[config.mk]
export PLATFORM = sky130hd
export DESIGN_NAME = i2c_target_byte
export DESIGN_NICKNAME = d
export VERILOG_FILES = /design/src/rtl/i2c_target_byte_pkg.sv /design/src/rtl/i2c_target_byte_line_cond.sv /design/src/rtl/i2c_target_byte.sv
export SDC_FILE = /design/constraint.sdc
export NUM_CORES = 1
export LEC_CHECK = 0
export CORE_ASPECT_RATIO = 1.25
export CORE_UTILIZATION = 25
export DETAILED_ROUTE_END_ITERATION = 16
export GPL_ROUTABILITY_DRIVEN = 0
export SLEW_MARGIN = 5
export SYNTH_ARGS = -nofsm -noshare
export SYNTH_HDL_FRONTEND = slang
export SYNTH_SLANG_ARGS = --single-unit
[constraint.sdc]
create_clock -name clk -period 2.6 [get_ports clk]
set_input_delay 0.26 -clock clk [delete_from_list [all_inputs] [get_ports clk]]
set_output_delay 0.26 -clock clk [all_outputs]
set_load 0.02 [all_outputs]
[src/rtl/i2c_target_byte_pkg.sv]
// Shared types and constants for the I2C target responder.
package i2c_pkg;

  typedef enum logic [2:0] {
    IDLE,
    ADDR,
    ADDR_ACK,
    WR_DATA,
    WR_ACK,
    RD_DATA,
    RD_ACK,
    IGNORE
  } i2c_state_t;

  localparam logic I2C_ACK  = 1'b0;
  localparam logic I2C_NACK = 1'b1;

  localparam int unsigned BIT_CNT_W = 4;
  typedef logic [BIT_CNT_W-1:0] bit_cnt_t;

endpackage

[src/rtl/i2c_target_byte_line_cond.sv]
// Line conditioner: 2-FF synchronizer, optional glitch filter, edge detection.
// Optional filter enabled by I2C_TARGET_GLITCH_FILTER_EN.
module i2c_line_cond #(
  parameter int unsigned FILTER_LEN = 4
) (
  input  logic clk,
  input  logic reset,
  input  logic pad_i,
  output logic level,
  output logic rise,
  output logic fall
);

  if (FILTER_LEN < 2 || FILTER_LEN > 15) begin : g_bad_filter_len
    $error("i2c_line_cond: FILTER_LEN must be in 2..15");
  end

  logic [1:0] sync;
  logic       cond;
  logic       hist;

  // Reset to the idle-bus level so leaving reset never looks like an edge
  always_ff @(posedge clk or posedge reset) begin
    if (reset) sync <= '1;
    else       sync <= {sync[0], pad_i};
  end

`ifdef I2C_TARGET_GLITCH_FILTER_EN
  logic [3:0] cnt;

  always_ff @(posedge clk or posedge reset) begin
    if (reset) begin
      cond <= 1'b1;
      cnt  <= '0;
    end else if (sync[1] == cond) begin
      cnt <= '0;
    end else if (cnt == 4'(FILTER_LEN - 1)) begin
      cond <= sync[1];
      cnt  <= '0;
    end else begin
      cnt <= cnt + 4'd1;
    end
  end
`else
  assign cond = sync[1];
`endif

  always_ff @(posedge clk or posedge reset) begin
    if (reset) hist <= 1'b1;
    else       hist <= cond;
  end

  assign level = cond;
  assign rise  = cond & ~hist;
  assign fall  = ~cond & hist;

endmodule

[src/rtl/i2c_target_byte.sv]
// I2C target responder: address match, byte writes to user logic, byte reads from user logic.
// Optional input glitch filter enabled by I2C_TARGET_GLITCH_FILTER_EN.
module i2c_target_byte
  import i2c_pkg::*;
#(
  parameter logic [6:0]  DEV_ADR    = 7'h50,
  parameter int unsigned FILTER_LEN = 4
) (
  input  logic       clk,
  input  logic       reset,
  input  logic       scl_pad_i,
  input  logic       sda_pad_i,
  output logic       sda_pad_o,
  output logic       sda_padoen_o,
  output logic [7:0] rx_dat,
  output logic       rx_vld,
  output logic       tx_req,
  input  logic [7:0] tx_dat,
  output logic       addressed,
  output logic       rw,
  output logic       nack_rcvd
);

  logic scl_lvl, scl_rise, scl_fall;
  logic sda_lvl, sda_rise, sda_fall;

  i2c_line_cond #(.FILTER_LEN(FILTER_LEN)) u_scl (
    .clk   (clk),
    .reset (reset),
    .pad_i (scl_pad_i),
    .level (scl_lvl),
    .rise  (scl_rise),
    .fall  (scl_fall)
  );

  i2c_line_cond #(.FILTER_LEN(FILTER_LEN)) u_sda (
    .clk   (clk),
    .reset (reset),
    .pad_i (sda_pad_i),
    .level (sda_lvl),
    .rise  (sda_rise),
    .fall  (sda_fall)
  );

  i2c_state_t state;
  bit_cnt_t   bit_cnt;
  logic [7:0] shreg;
  logic [7:0] shift_in;
  logic       start_det;
  logic       stop_det;

  assign shift_in  = {shreg[6:0], sda_lvl};
  assign start_det = scl_lvl & sda_fall;
  assign stop_det  = scl_lvl & sda_rise;
  assign sda_pad_o = 1'b0;

  always_ff @(posedge clk or posedge reset) begin
    if (reset) begin
      state        <= IDLE;
      bit_cnt      <= '0;
      shreg        <= '0;
      sda_padoen_o <= 1'b1;
      rx_dat       <= '0;
      rx_vld       <= 1'b0;
      tx_req       <= 1'b0;
      addressed    <= 1'b0;
      rw           <= 1'b0;
      nack_rcvd    <= 1'b0;
    end else begin
      rx_vld    <= 1'b0;
      tx_req    <= 1'b0;
      nack_rcvd <= 1'b0;
      if (start_det) begin
        state        <= ADDR;
        bit_cnt      <= '0;
        sda_padoen_o <= 1'b1;
        addressed    <= 1'b0;
      end else if (stop_det) begin
        state        <= IDLE;
        bit_cnt      <= '0;
        sda_padoen_o <= 1'b1;
        addressed    <= 1'b0;
      end else begin
        case (state)
          IDLE: ;
          ADDR: if (scl_rise) begin
            shreg <= shift_in;
            if (bit_cnt == bit_cnt_t'(7)) begin
              bit_cnt <= '0;
              if (shift_in[7:1] == DEV_ADR) begin
                state <= ADDR_ACK;
                rw    <= shift_in[0];
              end else begin
                state <= IGNORE;
              end
            end else begin
              bit_cnt <= bit_cnt + bit_cnt_t'(1);
            end
          end
          // bit_cnt 0: waiting for the fall that opens the ACK slot; 1: ACK driven
          ADDR_ACK: if (scl_fall) begin
            if (bit_cnt == '0) begin
              sda_padoen_o <= I2C_ACK;
              addressed    <= 1'b1;
              bit_cnt      <= bit_cnt_t'(1);
            end else begin
              sda_padoen_o <= 1'b1;
              bit_cnt      <= '0;
              state        <= WR_DATA;
            end
          end else if (scl_rise && bit_cnt == bit_cnt_t'(1) && rw) begin
            tx_req  <= 1'b1;
            bit_cnt <= '0;
            state   <= RD_DATA;
          end
          WR_DATA: if (scl_rise) begin
            shreg <= shift_in;
            if (bit_cnt == bit_cnt_t'(7)) begin
              rx_dat  <= shift_in;
              rx_vld  <= 1'b1;
              bit_cnt <= '0;
              state   <= WR_ACK;
            end else begin
              bit_cnt <= bit_cnt + bit_cnt_t'(1);
            end
          end
          WR_ACK: if (scl_fall) begin
            if (bit_cnt == '0) begin
              sda_padoen_o <= I2C_ACK;
              bit_cnt      <= bit_cnt_t'(1);
            end else begin
              sda_padoen_o <= 1'b1;
              bit_cnt      <= '0;
              state        <= WR_DATA;
            end
          end
          // bit_cnt counts bits already placed on SDA; 0 means load on this fall
          RD_DATA: if (scl_fall) begin
            if (bit_cnt == '0) begin
              shreg        <= tx_dat;
              sda_padoen_o <= tx_dat[7];
              bit_cnt      <= bit_cnt_t'(1);
            end else if (bit_cnt == bit_cnt_t'(8)) begin
              sda_padoen_o <= 1'b1;
              bit_cnt      <= '0;
              state        <= RD_ACK;
            end else begin
              sda_padoen_o <= shreg[6];
              shreg        <= {shreg[6:0], 1'b0};
              bit_cnt      <= bit_cnt + bit_cnt_t'(1);
            end
          end
          RD_ACK: if (scl_rise) begin
            if (sda_lvl == I2C_ACK) begin
              tx_req <= 1'b1;
              state  <= RD_DATA;
            end else begin
              nack_rcvd <= 1'b1;
              addressed <= 1'b0;
              state     <= IGNORE;
            end
          end
          IGNORE: ;
          default: state <= IDLE;
        endcase
      end
    end
  end

endmodule

; After elaboration in Yosys (flattened, before gate mapping)
; Index checks and enable logic that the tools add are counted.
[classes]
n_addsub = 1
eq_ne = 28
mux = 66
bitwise = 12
n_reduce_logical = 17
[ops]
columns = operator, count
row1 = two-way mux 3 bit, 15
row2 = != test 4 bit (second input constant), 11
row3 = two-way mux 4 bit, 10
row4 = two-way mux 1 bit, 30
row5 = two-way mux 7 bit, 4
row6 = case mux 3 bit (6 select lines), 1
row7 = case mux 4 bit (4 select lines), 1
row8 = AND reduction 5 bit, 3
row9 = case mux 7 bit (2 select lines), 1
row10 = AND reduction 6 bit, 2
row11 = AND reduction 11 bit, 1
row12 = == test 3 bit (second input constant), 3
row13 = != test 4 x 1 -> 1 bit (second input constant), 2
row14 = nonzero test 4 bit, 2
row15 = nonzero test 8 bit, 1
row16 = == test 7 bit (second input constant), 1
row17 = bitwise AND 1 bit, 6
row18 = == test 3 x 2 -> 1 bit (second input constant), 2
row19 = inverter 1 bit, 6
row20 = case mux 1 bit (2 select lines), 3
row21 = nonzero test 6 bit, 1
row22 = != test 5 bit (second input constant), 1
row23 = adder 4 x 1 -> 4 bit (second input constant), 1
row24 = == test 4 x 1 -> 1 bit (second input constant), 1
row25 = other kinds (13), 15
[word_totals]
ff_bits = 34
in_bits = 12
output_inout_bits = 15
word_cells = 138

; Longest topological paths before layout
[logic_depth]
word_depth = 9
ltp_mapped = 8

; By module
; From an unflattened synthesis, not the netlist that was laid out.
[hier_totals]
cells_unflattened = 177
hier_area_um2 = 1824.2
[by_module_without_submodules]
columns = module, n_inst, cells_each, area_each_um2, seq_area_each_um2
row1 = i2c_target_byte, 1, 165, 1629.1, 701.9
row2 = i2c_line_cond, 2, 6, 97.6, 78.8

; Worst setup path after synthesis
; No wires, ideal clock.
[synth_path]
path_kind = flip-flop to flip-flop
startpoint = register u_scl.sync[1]
endpoint = register rx_dat[1]
t_arrival_ps = 1720
required_ps = 2473
path_slack_ps = 752
path_stages_with_launch = 8
cell_sequence = dfstp_2 buf_6 nand2b_2 nor3_1 and3_1 nor2b_1 buf_4 mux2_1
[synth_via]
elab_chain_len = 3
elab_cells_between_ends = 6
classes_between = bitwise: 5 / reduce/logical: 1
[synth_rtl]
columns = item, line_no
row1 = "start, declared", i2c_target_byte_line_cond.sv:18  ; logic [1:0] sync;
row2 = "start signal, assigned", i2c_target_byte_line_cond.sv:25  ; else sync <= {sync[0], pad_i};
row3 = bitwise AND 1 bit (on tied branches), "i2c_target_byte.sv:54, i2c_target_byte.sv:53"
row4 = inverter 1 bit (no source line), n/a
row5 = AND reduction 5 bit (no source line) (*), n/a
row6 = "end signal, assigned", i2c_target_byte.sv:119  ; rx_dat <= shift_in;
row7 = "end, declared", i2c_target_byte.sv:15  ; output logic [7:0] rx_dat,
; Mark *: on every way between the ends. The rest lies on a longest branch, timed or not.
; A chain may end at the register's enable or synchronous reset.

; Final worst setup path
[layout_path]
startpoint = register state[2]
endpoint = register rx_dat[5]
[layout_via]
elab_chain_len = 2
[layout_rtl]
columns = item, line_no
row1 = "start, declared", i2c_target_byte.sv:45  ; i2c_state_t state;
row2 = "start signal, assigned", i2c_target_byte.sv:59  ; state <= IDLE;
row3 = "start signal, assigned", i2c_target_byte.sv:74  ; state <= ADDR;
row4 = "start signal, assigned", i2c_target_byte.sv:79  ; state <= IDLE;
row5 = == test 3 x 2 -> 1 bit, i2c_target_byte.sv:84  ; case (state)
row6 = AND reduction 5 bit (no source line), n/a
; Every way passes these cells.

==> results.sh <==
export IMPL_core_area_um2=7490
export IMPL_final_cell_mix="dfrtp_1 (27), clkdlybuf4s50_1 (25), nor2_1 (15)"
export IMPL_fp_dieH_um=101
export IMPL_power_frac_comb_pct=41.5
export IMPL_totalWireLength_um=4140
export IMPL_ys_warn_count=0
export IMPL_clkSinkCount=34
export IMPL_critPathRequiredTime_ns=2.77
export IMPL_io_pins=27
export IMPL_fin_ws_ns=0.369
export IMPL_clockPowerShare_pct=19.4
export IMPL_overflow=0
export IMPL_ys_types=57
export IMPL_syn2layout_area_growth_pct=20.4
export IMPL_fillers=781
export IMPL_p_leak_nw=0.933
export IMPL_peakVddDrop_mv=0.321
export IMPL_r2r_slack_ns=0.37
export IMPL_grt_pass1_vias=1531
export IMPL_clock_latency_ns=0.28
export IMPL_max_clock_freq_ghz=0.448
export IMPL_grt_total_usage_pct=11.7
export IMPL_hold_class="reg2reg"
export IMPL_pwr_share_seq_pct=39.2
export IMPL_synth_nets=203
export IMPL_grt_max_degree=35
export IMPL_net_switching_power_mw=0.836
export IMPL_ys_flop_type="dfrtp_1"
export IMPL_synthTopCellsByArea="dfrtp_1 (35%), dfstp_2 (9.4%), mux2_1 (5.2%), a21oi_1 (3.1%), mux2i_1 (3.1%)"
export IMPL_synth_edff_count=0
export IMPL_regArea_um2=860
export IMPL_cts_resized=0
export IMPL_h_tree_depth=2
export IMPL_dr_pass1_iters=4
export IMPL_intPower_mw=1.25
export IMPL_cts_setup_buffers=0
export IMPL_antenna_found_initial=0
export IMPL_drt_iter0_markers=67
export IMPL_p_sw_share_pct=40.1
export IMPL_drt_met1_wl_um=1850
export IMPL_maxCapViolCount=0
export IMPL_hold_depth=0
export IMPL_dieArea_um2=8180
export IMPL_hold_viol=0
export IMPL_row_count=35
export IMPL_worstSetupEndpointType="flop"
export IMPL_drive_gt1_share_pct=16.0
export IMPL_initial_core_util_pct=26.1
export IMPL_cts_buffers=5
export IMPL_clk_pin_slew_ns=0.07
export IMPL_place_ws_ns=0.387
export IMPL_wl_met2_um=2050
export IMPL_power_density_nw_per_um2=885
export IMPL_cts_tree="yes"
export IMPL_finalSetupTns_ns=0
export IMPL_final_cells=304
export IMPL_grt_setup_unrepaired="false"
export IMPL_die_w_um=81.1
export IMPL_r2r_end="rx_dat[5]$_DFFE_PP0P_"
export IMPL_dp_cells=296
export IMPL_synth_area_um2=1950
export IMPL_final_min_clock_period_ns=2.23
export IMPL_num_vias=1475
export IMPL_r2r_start="state[2]$_DFFE_PP0P_"
export IMPL_wl_met3_um=153
export IMPL_synth_top_cell_area_share_pct=34.6
export IMPL_skew_ns=0.00428
export IMPL_worstMarginPinSlew_ns=0.603
export IMPL_wl_per_cell_um=13.6
export IMPL_critPathKind="reg2reg"
export IMPL_holdBufCountCts=0
export IMPL_multi_input_area_um2=983
export IMPL_vias_per_cell=4.85
export IMPL_synth_avg_cell_area_um2=10.4
export IMPL_ant_nets=0
export IMPL_top_layer="met4"
export IMPL_period_share_pct=85.8
export IMPL_ys_seq_area_share_pct=44.0
export IMPL_final_common_cell="dfrtp_1"
export IMPL_cts_buffer_depth=2
export IMPL_grt_first_pass_wirelength_um=7300
export IMPL_antenna_cells=0
export IMPL_setup_viol=0
export IMPL_syn_inst=188
export IMPL_dp_hpwl_um=2990
export IMPL_ys_ff_latch=34
export IMPL_maxSlewHeadroom_pct=59.8
export IMPL_drc_errors=0
export IMPL_cp_arrival_ns=2.40
export IMPL_holdPathEnd="u_scl.sync[1]$_DFF_PP1_"
export IMPL_io_buffers=25
export IMPL_cts_root_buffer="clkbuf_8"
export IMPL_critPathLaunchType="flop"
export IMPL_async_flop_share_pct=100
export IMPL_run_status="finished, final reports clean"
export IMPL_reg2reg_depth=6
export IMPL_critPathMaxFanout=21
export IMPL_num_nets_final=226
export IMPL_hp_start="u_scl.sync[0]$_DFF_PP1_"
export IMPL_drv_slew=0
export IMPL_yosys_area_top_type="dfrtp_1"
cell type report:
type                       instances  share of cell area (%)
tap                               92                    4.89
sequential                        34                    36.5
inverter                           8                    1.28
clock buffer                       7                    3.67
multi-input combinational        134                    41.8
clock inverter                     1                   0.213
timing repair buffer              28                    11.6
registers in the layout, summed over array words and instances, names as in the netlist, 2 cells and up:
name and flops:
bit_cnt 4, rx_dat 8, shreg 7, state 3
u_scl.sync 2, u_sda.sync 2
synth_stat cells, drive strengths merged, types with 2 or more instances:
library cell  instances
mux2i                 6
o22ai                 4
nand3b                6
buf                  10
a22oi                 2
a2bb2oi               2
o21ai                 7
nand2b                5
dfrtp                27
nor2                 16
inv                   8
nand2                 7
nor3                  7
nor2b                 5
clkbuf                2
and2                  3
dfstp                 7
nand3                 5
a31oi                 2
o31ai                 2
o2111ai               2
mux2                 11
ha                    3
and3                  2
a21oi                16
worst max-delay path by stage:
| stage | startpoint | end | slack, ns |
|---|---|---|---|
| 4_1_cts | state[2]$_DFFE_PP0P_ | rx_dat[5]$_DFFE_PP0P_ | 0.36 |
| 5_1_grt | state[2]$_DFFE_PP0P_ | rx_dat[5]$_DFFE_PP0P_ | 0.17 |
| 6_report | state[2]$_DFFE_PP0P_ | rx_dat[5]$_DFFE_PP0P_ | 0.37 |
| 3_3_place_gp | state[2]$_DFFE_PP0P_ | rx_dat[5]$_DFFE_PP0P_ | 0.37 |
| 3_5_place_dp | state[2]$_DFFE_PP0P_ | rx_dat[5]$_DFFE_PP0P_ | 0.39 |
| 2_1_floorplan | u_scl.sync[1]$_DFF_PP1_ | rx_dat[1]$_DFFE_PP0P_ | 0.75 |
per-stage QoR:
stage / hold slack [ns] / util (%) / area, µm² / power, mW
global route: 0.361 / 31.4 / 2350 / 2.26
global placement: 0.346 / 30.2 / 2260 / 1.68
floorplan: 0.264 / - / 1950 / 1.51
detailed placement: 0.347 / 30.2 / 2260 / 1.68
finish: 0.354 / 31.4 / 2350 / 2.08
CTS: 0.356 / 31.4 / 2350 / 2.10
metal layers:
| layer | up-vias | global-route usage, % |
|---|---|---|
| met5 | - | 0 |
| met3 | 9 | 2.53 |
| met1 | 716 | 14.4 |
| met2 | 35 | 19.4 |
| met4 | 0 | 4.81 |
| li1 | 715 | - |
logic make-up after synthesis:
family	Yosys count	share of synthesized area, %
simple gates	64	19.7
mux	17	9.41
fa+ha+maj	3	1.92
compound gates	48	18.6
xor+xnor	1	0.448
other cells	1	0.192
flops	34	44.0
buf+inv	20	5.70
power groups by stage:
stage | sequential (mW) | combinational [mW] | clock, mW
detailed placement | 0.824 | 0.860 | 0
finish | 0.816 | 0.864 | 0.403
global route | 0.844 | 0.976 | 0.444
global placement | 0.824 | 0.853 | 0
floorplan | 0.731 | 0.784 | 0
CTS | 0.815 | 0.865 | 0.424
worst max-delay path, cell delays in order, from the launching register on:
cell      delay (ns)
dfrtp_1         0.60
nand2b_1        0.29
nor3_1          0.26
and3_1          0.22
nor2b_1         0.23
buf_4           0.18
mux2_1          0.33
(Power assumes the default switching activity.)
